## config.mk

```make
export PLATFORM = sky130hd
export DESIGN_NAME = nx_indirect_access_initiator
export DESIGN_NICKNAME = d
export VERILOG_FILES = /design/src/rtl/nx_indirect_access_initiator.sv
export SDC_FILE = /design/constraint.sdc
export NUM_CORES = 1
export LEC_CHECK = 0
export BUFFER_PORTS_ARGS = -buffer_cell sky130_fd_sc_hd__buf_2
export CAP_MARGIN = 30
export CELL_PAD_IN_SITES_DETAIL_PLACEMENT = 1
export CELL_PAD_IN_SITES_GLOBAL_PLACEMENT = 1
export CORE_MARGIN = 2
export CORE_UTILIZATION = 33
export DETAILED_ROUTE_END_ITERATION = 12
export PLACE_DENSITY_LB_ADDON = 0.1
export SLEW_MARGIN = 30
export SYNTH_ARGS = -nofsm -noshare
export SYNTH_HDL_FRONTEND = slang
export SYNTH_SLANG_ARGS = --single-unit
```

## constraint.sdc

```tcl
create_clock -name clk -period 2.3 [get_ports clk]
set_input_delay 0.23 -clock clk [delete_from_list [all_inputs] [get_ports clk]]
set_output_delay 0.23 -clock clk [all_outputs]
set_load 0.01 [all_outputs]
```

## src/rtl/nx_indirect_access_initiator.sv

```systemverilog
`timescale 1ns/1ps
// Indirect-access initiator: converts read/write/init requests into the
// data-write / command-write / status-poll register sequence of an NX memory wrapper.
module nx_indirect_access_initiator #(
    parameter int unsigned CMND_ADDRESS    = 0,
    parameter int unsigned DATA_ADDRESS    = 4,
    parameter int unsigned N_REG_ADDR_BITS = 16,
    parameter int unsigned N_DATA_BITS     = 32,
    parameter int unsigned N_ENTRIES       = 1,
    parameter int unsigned N_POLL_BITS     = 8,
    localparam int unsigned AW = (N_ENTRIES > 1) ? $clog2(N_ENTRIES) : 1
) (
    input  logic                       clk,
    input  logic                       rst_n,
    input  logic                       req_valid,
    output logic                       req_ready,
    input  logic [1:0]                 req_op,
    input  logic [AW-1:0]              req_addr,
    input  logic [N_DATA_BITS-1:0]     req_wdata,
    output logic                       rsp_valid,
    input  logic                       rsp_ready,
    output logic [2:0]                 rsp_code,
    output logic [N_DATA_BITS-1:0]     rsp_rdata,
    output logic [N_REG_ADDR_BITS-1:0] reg_addr,
    output logic                       wr_stb,
    output logic [N_DATA_BITS-1:0]     wr_dat,
    output logic [3:0]                 cmnd_op,
    output logic [AW-1:0]              cmnd_addr,
    input  logic [2:0]                 stat_code,
    input  logic [AW-1:0]              stat_addr,
    input  logic [N_DATA_BITS-1:0]     rd_dat
);

    localparam logic [2:0] ST_IDLE   = 3'd0;
    localparam logic [2:0] ST_DATA   = 3'd1;
    localparam logic [2:0] ST_CMND   = 3'd2;
    localparam logic [2:0] ST_SETTLE = 3'd3;
    localparam logic [2:0] ST_POLL   = 3'd4;
    localparam logic [2:0] ST_RESP   = 3'd5;

    localparam logic [1:0] OP_READ  = 2'd0;
    localparam logic [1:0] OP_WRITE = 2'd1;
    localparam logic [1:0] OP_RSVD  = 2'd3;

    localparam logic [2:0] STAT_RDY  = 3'd0;
    localparam logic [2:0] STAT_BSY  = 3'd1;
    localparam logic [2:0] CODE_NAK  = 3'd4;
    localparam logic [2:0] CODE_AMIS = 3'd6;
    localparam logic [2:0] CODE_LTMO = 3'd7;

    localparam logic [AW:0] MAX_ADDR = (AW + 1)'(N_ENTRIES - 1);
    localparam logic [N_REG_ADDR_BITS-1:0] CMND_REG = N_REG_ADDR_BITS'(CMND_ADDRESS);
    localparam logic [N_REG_ADDR_BITS-1:0] DATA_REG = N_REG_ADDR_BITS'(DATA_ADDRESS);

    logic [2:0]                 state_reg, state_next;
    logic [1:0]                 op_reg, op_next;
    logic [AW-1:0]              addr_reg, addr_next;
    logic [N_POLL_BITS-1:0]     poll_cnt_reg, poll_cnt_next;
    logic [N_POLL_BITS-1:0]     poll_inc;
    logic [2:0]                 rsp_code_reg, rsp_code_next;
    logic [N_DATA_BITS-1:0]     rsp_rdata_reg, rsp_rdata_next;
    logic                       wr_stb_reg, wr_stb_next;
    logic [N_REG_ADDR_BITS-1:0] reg_addr_reg, reg_addr_next;
    logic [N_DATA_BITS-1:0]     wr_dat_reg, wr_dat_next;
    logic [3:0]                 cmnd_op_reg, cmnd_op_next;
    logic [AW-1:0]              cmnd_addr_reg, cmnd_addr_next;
    logic                       addr_bad;
    logic [2:0]                 final_code;

    assign addr_bad = ({1'b0, req_addr} > MAX_ADDR);
    assign poll_inc = poll_cnt_reg + 1'b1;

    // A ready status only counts if it refers to the entry we commanded.
    assign final_code = (stat_code == STAT_RDY && stat_addr != addr_reg) ? CODE_AMIS : stat_code;

    always_comb begin
        state_next     = state_reg;
        op_next        = op_reg;
        addr_next      = addr_reg;
        poll_cnt_next  = poll_cnt_reg;
        rsp_code_next  = rsp_code_reg;
        rsp_rdata_next = rsp_rdata_reg;
        wr_stb_next    = 1'b0;
        reg_addr_next  = '0;
        wr_dat_next    = '0;
        cmnd_op_next   = '0;
        cmnd_addr_next = '0;

        // Register-side outputs are loaded on entry to DATA/CMND so they
        // appear registered in exactly the cycle the state is occupied.
        case (state_reg)
            ST_IDLE: begin
                if (req_valid) begin
                    op_next        = req_op;
                    addr_next      = req_addr;
                    rsp_rdata_next = '0;
                    rsp_code_next  = STAT_RDY;
                    if (req_op == OP_RSVD || addr_bad) begin
                        rsp_code_next = CODE_NAK;
                        state_next    = ST_RESP;
                    end else if (req_op == OP_WRITE) begin
                        wr_stb_next   = 1'b1;
                        reg_addr_next = DATA_REG;
                        wr_dat_next   = req_wdata;
                        state_next    = ST_DATA;
                    end else begin
                        wr_stb_next    = 1'b1;
                        reg_addr_next  = CMND_REG;
                        cmnd_op_next   = {2'b00, req_op} + 4'd1;
                        cmnd_addr_next = req_addr;
                        state_next     = ST_CMND;
                    end
                end
            end
            ST_DATA: begin
                wr_stb_next    = 1'b1;
                reg_addr_next  = CMND_REG;
                cmnd_op_next   = {2'b00, op_reg} + 4'd1;
                cmnd_addr_next = addr_reg;
                state_next     = ST_CMND;
            end
            ST_CMND: begin
                poll_cnt_next = '0;
                state_next    = ST_SETTLE;
            end
            ST_SETTLE: begin
                state_next = ST_POLL;
            end
            ST_POLL: begin
                if (stat_code == STAT_BSY) begin
                    poll_cnt_next = poll_inc;
                    if (poll_inc == '1) begin
                        rsp_code_next = CODE_LTMO;
                        state_next    = ST_RESP;
                    end
                end else begin
                    rsp_code_next = final_code;
                    if (op_reg == OP_READ && final_code == STAT_RDY) begin
                        rsp_rdata_next = rd_dat;
                    end
                    state_next = ST_RESP;
                end
            end
            ST_RESP: begin
                if (rsp_ready) begin
                    state_next = ST_IDLE;
                end
            end
            default: begin
                state_next = ST_IDLE;
            end
        endcase
    end

    always_ff @(posedge clk) begin
        if (!rst_n) begin
            state_reg     <= ST_IDLE;
            op_reg        <= '0;
            addr_reg      <= '0;
            poll_cnt_reg  <= '0;
            rsp_code_reg  <= '0;
            rsp_rdata_reg <= '0;
            wr_stb_reg    <= 1'b0;
            reg_addr_reg  <= '0;
            wr_dat_reg    <= '0;
            cmnd_op_reg   <= '0;
            cmnd_addr_reg <= '0;
        end else begin
            state_reg     <= state_next;
            op_reg        <= op_next;
            addr_reg      <= addr_next;
            poll_cnt_reg  <= poll_cnt_next;
            rsp_code_reg  <= rsp_code_next;
            rsp_rdata_reg <= rsp_rdata_next;
            wr_stb_reg    <= wr_stb_next;
            reg_addr_reg  <= reg_addr_next;
            wr_dat_reg    <= wr_dat_next;
            cmnd_op_reg   <= cmnd_op_next;
            cmnd_addr_reg <= cmnd_addr_next;
        end
    end

    assign req_ready = (state_reg == ST_IDLE);
    assign rsp_valid = (state_reg == ST_RESP);
    assign rsp_code  = rsp_code_reg;
    assign rsp_rdata = rsp_rdata_reg;
    assign wr_stb    = wr_stb_reg;
    assign reg_addr  = reg_addr_reg;
    assign wr_dat    = wr_dat_reg;
    assign cmnd_op   = cmnd_op_reg;
    assign cmnd_addr = cmnd_addr_reg;

endmodule

```

==> impl_metrics.yaml <==
outcome:
  run_status: "finished, final reports clean"
timing:
  timing_max_transition_violations_final: 0
  timing.setup.tns_ns: 0
  hold_viol: 0
  min_period_ns: 1.83
  grt_setup_unrepaired: "false"
  skew_final_ns: 0.0134
  report.final.setup_viol: 0
  worst_slew_pin_slew_ns: 0.556
  period_share: 0.796
  relSlewSlack: 0.627
  max_freq_ghz: 0.546
synthesis:
  netlist_area_sq_um: 3510
  yosys.area.top_type: "sky130_fd_sc_hd__dfxtp_1"
  synthesis.area_per_instance_sq_um: 9.08
  synth.top_cell.area_share: 0.496
  synth-adder-area-share: 0.0142
  synthXorXnorAreaFrac: 0.00498
  synthSimpleGateAreaFrac: 0.257
  synthCells: 387
  yosys-mux-area-fraction: 0.0114
  yosys_register_bits: 87
  synth_sequential_area_ratio: 0.496
  synth-main-ff-cell: "sky130_fd_sc_hd__dfxtp_1"
  post_synth_main_area_contributors: "sky130_fd_sc_hd__dfxtp_1, sky130_fd_sc_hd__and2_1, sky130_fd_sc_hd__a21boi_0"
  ys_types: 48
  post-synth-top-count-cell: "sky130_fd_sc_hd__dfxtp_1"
  synth_top_cells_by_count: "sky130_fd_sc_hd__dfxtp_1, sky130_fd_sc_hd__nand2_1, sky130_fd_sc_hd__nand3_1"
  ys_async_sr_fraction: 0
  synth_compound_gate_area_share: 0.146
  synth-edff-count: 0
  yosys_warnings: 0
  synth_top_family_by_area: "simple AND/OR/NAND/NOR gates"
floorplanning:
  ioPinCount: 166
  die-width_microns: 107
  core_area_sq_um: 10300
  fp.dieH_microns: 107
  design.die.area_sq_um: 11500
  row_count: 37
  start_util: 0.340
power:
  power_frac_clock: 0.364
  share_comb_of_total_power: 0.160
  power.share.switching: 0.293
  net-switching-power_w: 0.000996
  vdd.ir_drop.worst_uv: 373
  pwr_density_cell_nw_per_um2: 747
  sequentialPowerShare: 0.476
  power_report.internal_total_w: 0.00240
  leakage_nw: 2.10
clock_tree:
  clock_latency_ns: 0.36
  root_buffer: "sky130_fd_sc_hd__clkbuf_8"
  ctsLongestPathBuffers: 2
  tritoncts.num_buffers: 9
  worst_setup_hold_path_clk_slew_ns: 0.09
  clock_sink_count: 87
  postCtsSetupRepairBufs: 0
  tritoncts: "built"
  postCtsResizedCells: 0
  h_tree_level_count: 3
  ctsHoldBuffers: 0
layout:
  layout.cells.non_filler: 669
  antenna-diode-count: 0
  area_growth_syn_to_layout_pct: 29.5
  post_route_cells_drive_above_1_share: 0.336
  num-nets-final: 607
job:
  maxCapViolations: 0
detailed_routing:
  wl_per_cell_microns: 14.1
  first_pass_iters: 4
  first_iter_violations: 84
  vias_per_cell: 4.64
  route.final.wire_length_mm: 9.42
  vias: 3106
  route.detailed.drc: 0
  ant_nets: 0
placed_design:
  number_of_buffers_added_on_ports: 149
  place.detailed.instances: 653
  place.gp.congestion: 0.752
  sum_of_net_half_perimeters_after_detailed_placement_mm: 6.74
setup_path:
  setup.worst_path.start_class: "flop"
  end_kind: "flop"
  worst_ep_arrival_time_ns: 2.12
  timing.setup.critical_path_class: "flop to flop"
  cp_data_required_time_ns: 2.59
  critical_path_peak_fanout: 10
min_path:
  hp-class: "input port to flop"
grt:
  grt_pass1_wl_mm: 15.1
  global_route.usage.total: 0.166
  initial_antenna_violation_count: 0
  grt_pass1_vias: 3106
  grt-ovfl-total: 0
  grt_start_max_net_pins: 40
-- through the flow --
stage          utilization  area, sq um  hold slack [ns]  worst slack (ns)  power (W)
2_1_floorplan            -         3570            0.352             0.703    0.00200
3_3_place_gp         0.418         4320            0.428             0.579    0.00220
5_1_grt              0.441         4550           0.0435             0.329    0.00359
6_report             0.441         4550           0.0608             0.469    0.00340
3_5_place_dp         0.418         4320            0.434             0.485    0.00221
4_1_cts              0.441         4550           0.0361             0.480    0.00346
-- power groups by stage --
stage	clock network, W	registers, W	logic, W
2_1_floorplan	0	0.00165	0.000354
3_3_place_gp	0	0.00165	0.000545
3_5_place_dp	0	0.00165	0.000553
4_1_cts	0.00128	0.00162	0.000555
5_1_grt	0.00136	0.00163	0.000609
6_report	0.00124	0.00162	0.000544
-- worst max-delay path, cell delays in order (launching register included) --
cell                        delay (ns)
sky130_fd_sc_hd__dfxtp_1          0.54
sky130_fd_sc_hd__nand4bb_2        0.24
sky130_fd_sc_hd__mux2i_1          0.19
sky130_fd_sc_hd__nand2b_1         0.26
sky130_fd_sc_hd__or3_1            0.39
sky130_fd_sc_hd__a21boi_1         0.14
-- kinds of logic after synthesis --
group,count (synthesis)
DFF,87
and+or+nand+nor,172
xor gates and xnor gates,2
other,1
AOI/OAI and AO/OA,72
adders and majority gates,4
muxes,4
buffers and inverters,45
-- metal layers --
| metal | part of all wire | vias to the layer above | GRT usage |
|---|---|---|---|
| met2 | 0.45 | 122 | 0.256 |
| met5 | 0 | - | 0 |
| li1 | - | 1549 | - |
| met1 | 0.44 | 1427 | 0.214 |
| met3 | 0.095 | 8 | 0.0571 |
| met4 | 0.011 | 0 | 0.0668 |
-- layout make-up --
cell class,instances,area [sq um]
fill,1273,5770
sequential,87,1740
multi-input combinational,270,1580
timing repair buffer,155,803
tap,136,170
clock buffer,9,124
clock inverter,7,113
inverter,5,18.8
-- cells in the final DEF (no fill, tap or decap), types with 2 or more instances in the layout --
master / count
sky130_fd_sc_hd__o21ai_0: 10
sky130_fd_sc_hd__o211ai_1: 2
sky130_fd_sc_hd__nand2b_1: 2
sky130_fd_sc_hd__mux2i_1: 4
sky130_fd_sc_hd__nor2_1: 16
sky130_fd_sc_hd__nor2b_1: 5
sky130_fd_sc_hd__a21boi_0: 28
sky130_fd_sc_hd__buf_2: 149
sky130_fd_sc_hd__buf_4: 5
sky130_fd_sc_hd__ha_1: 4
sky130_fd_sc_hd__dfxtp_1: 87
sky130_fd_sc_hd__or3_1: 3
sky130_fd_sc_hd__nor3_1: 3
sky130_fd_sc_hd__and2_1: 34
sky130_fd_sc_hd__bufinv_16: 2
sky130_fd_sc_hd__inv_1: 5
sky130_fd_sc_hd__nand2_1: 56
sky130_fd_sc_hd__nand3_1: 36
sky130_fd_sc_hd__nand3b_1: 2
sky130_fd_sc_hd__a21oi_1: 5
sky130_fd_sc_hd__a21boi_1: 13
sky130_fd_sc_hd__and3_1: 4
sky130_fd_sc_hd__conb_1: 16
sky130_fd_sc_hd__inv_6: 2
sky130_fd_sc_hd__a31oi_1: 3
sky130_fd_sc_hd__clkbuf_8: 9
-- final timing paths --
| check | from | end | slack (ns) | cells past startpoint |
|---|---|---|---|---|
| max reg2reg | state_reg[2] | poll_cnt_reg[1] | 0.47 | 5 |
| max | state_reg[2] | poll_cnt_reg[1] | 0.47 | 5 |
| min reg2reg | rsp_rdata[13] | rsp_rdata[13] | 0.46 | 2 |
| min | req_wdata[25] | wr_dat[25] | 0.06 | 2 |
No activity file was read; power rests on OpenSTA's default activity.
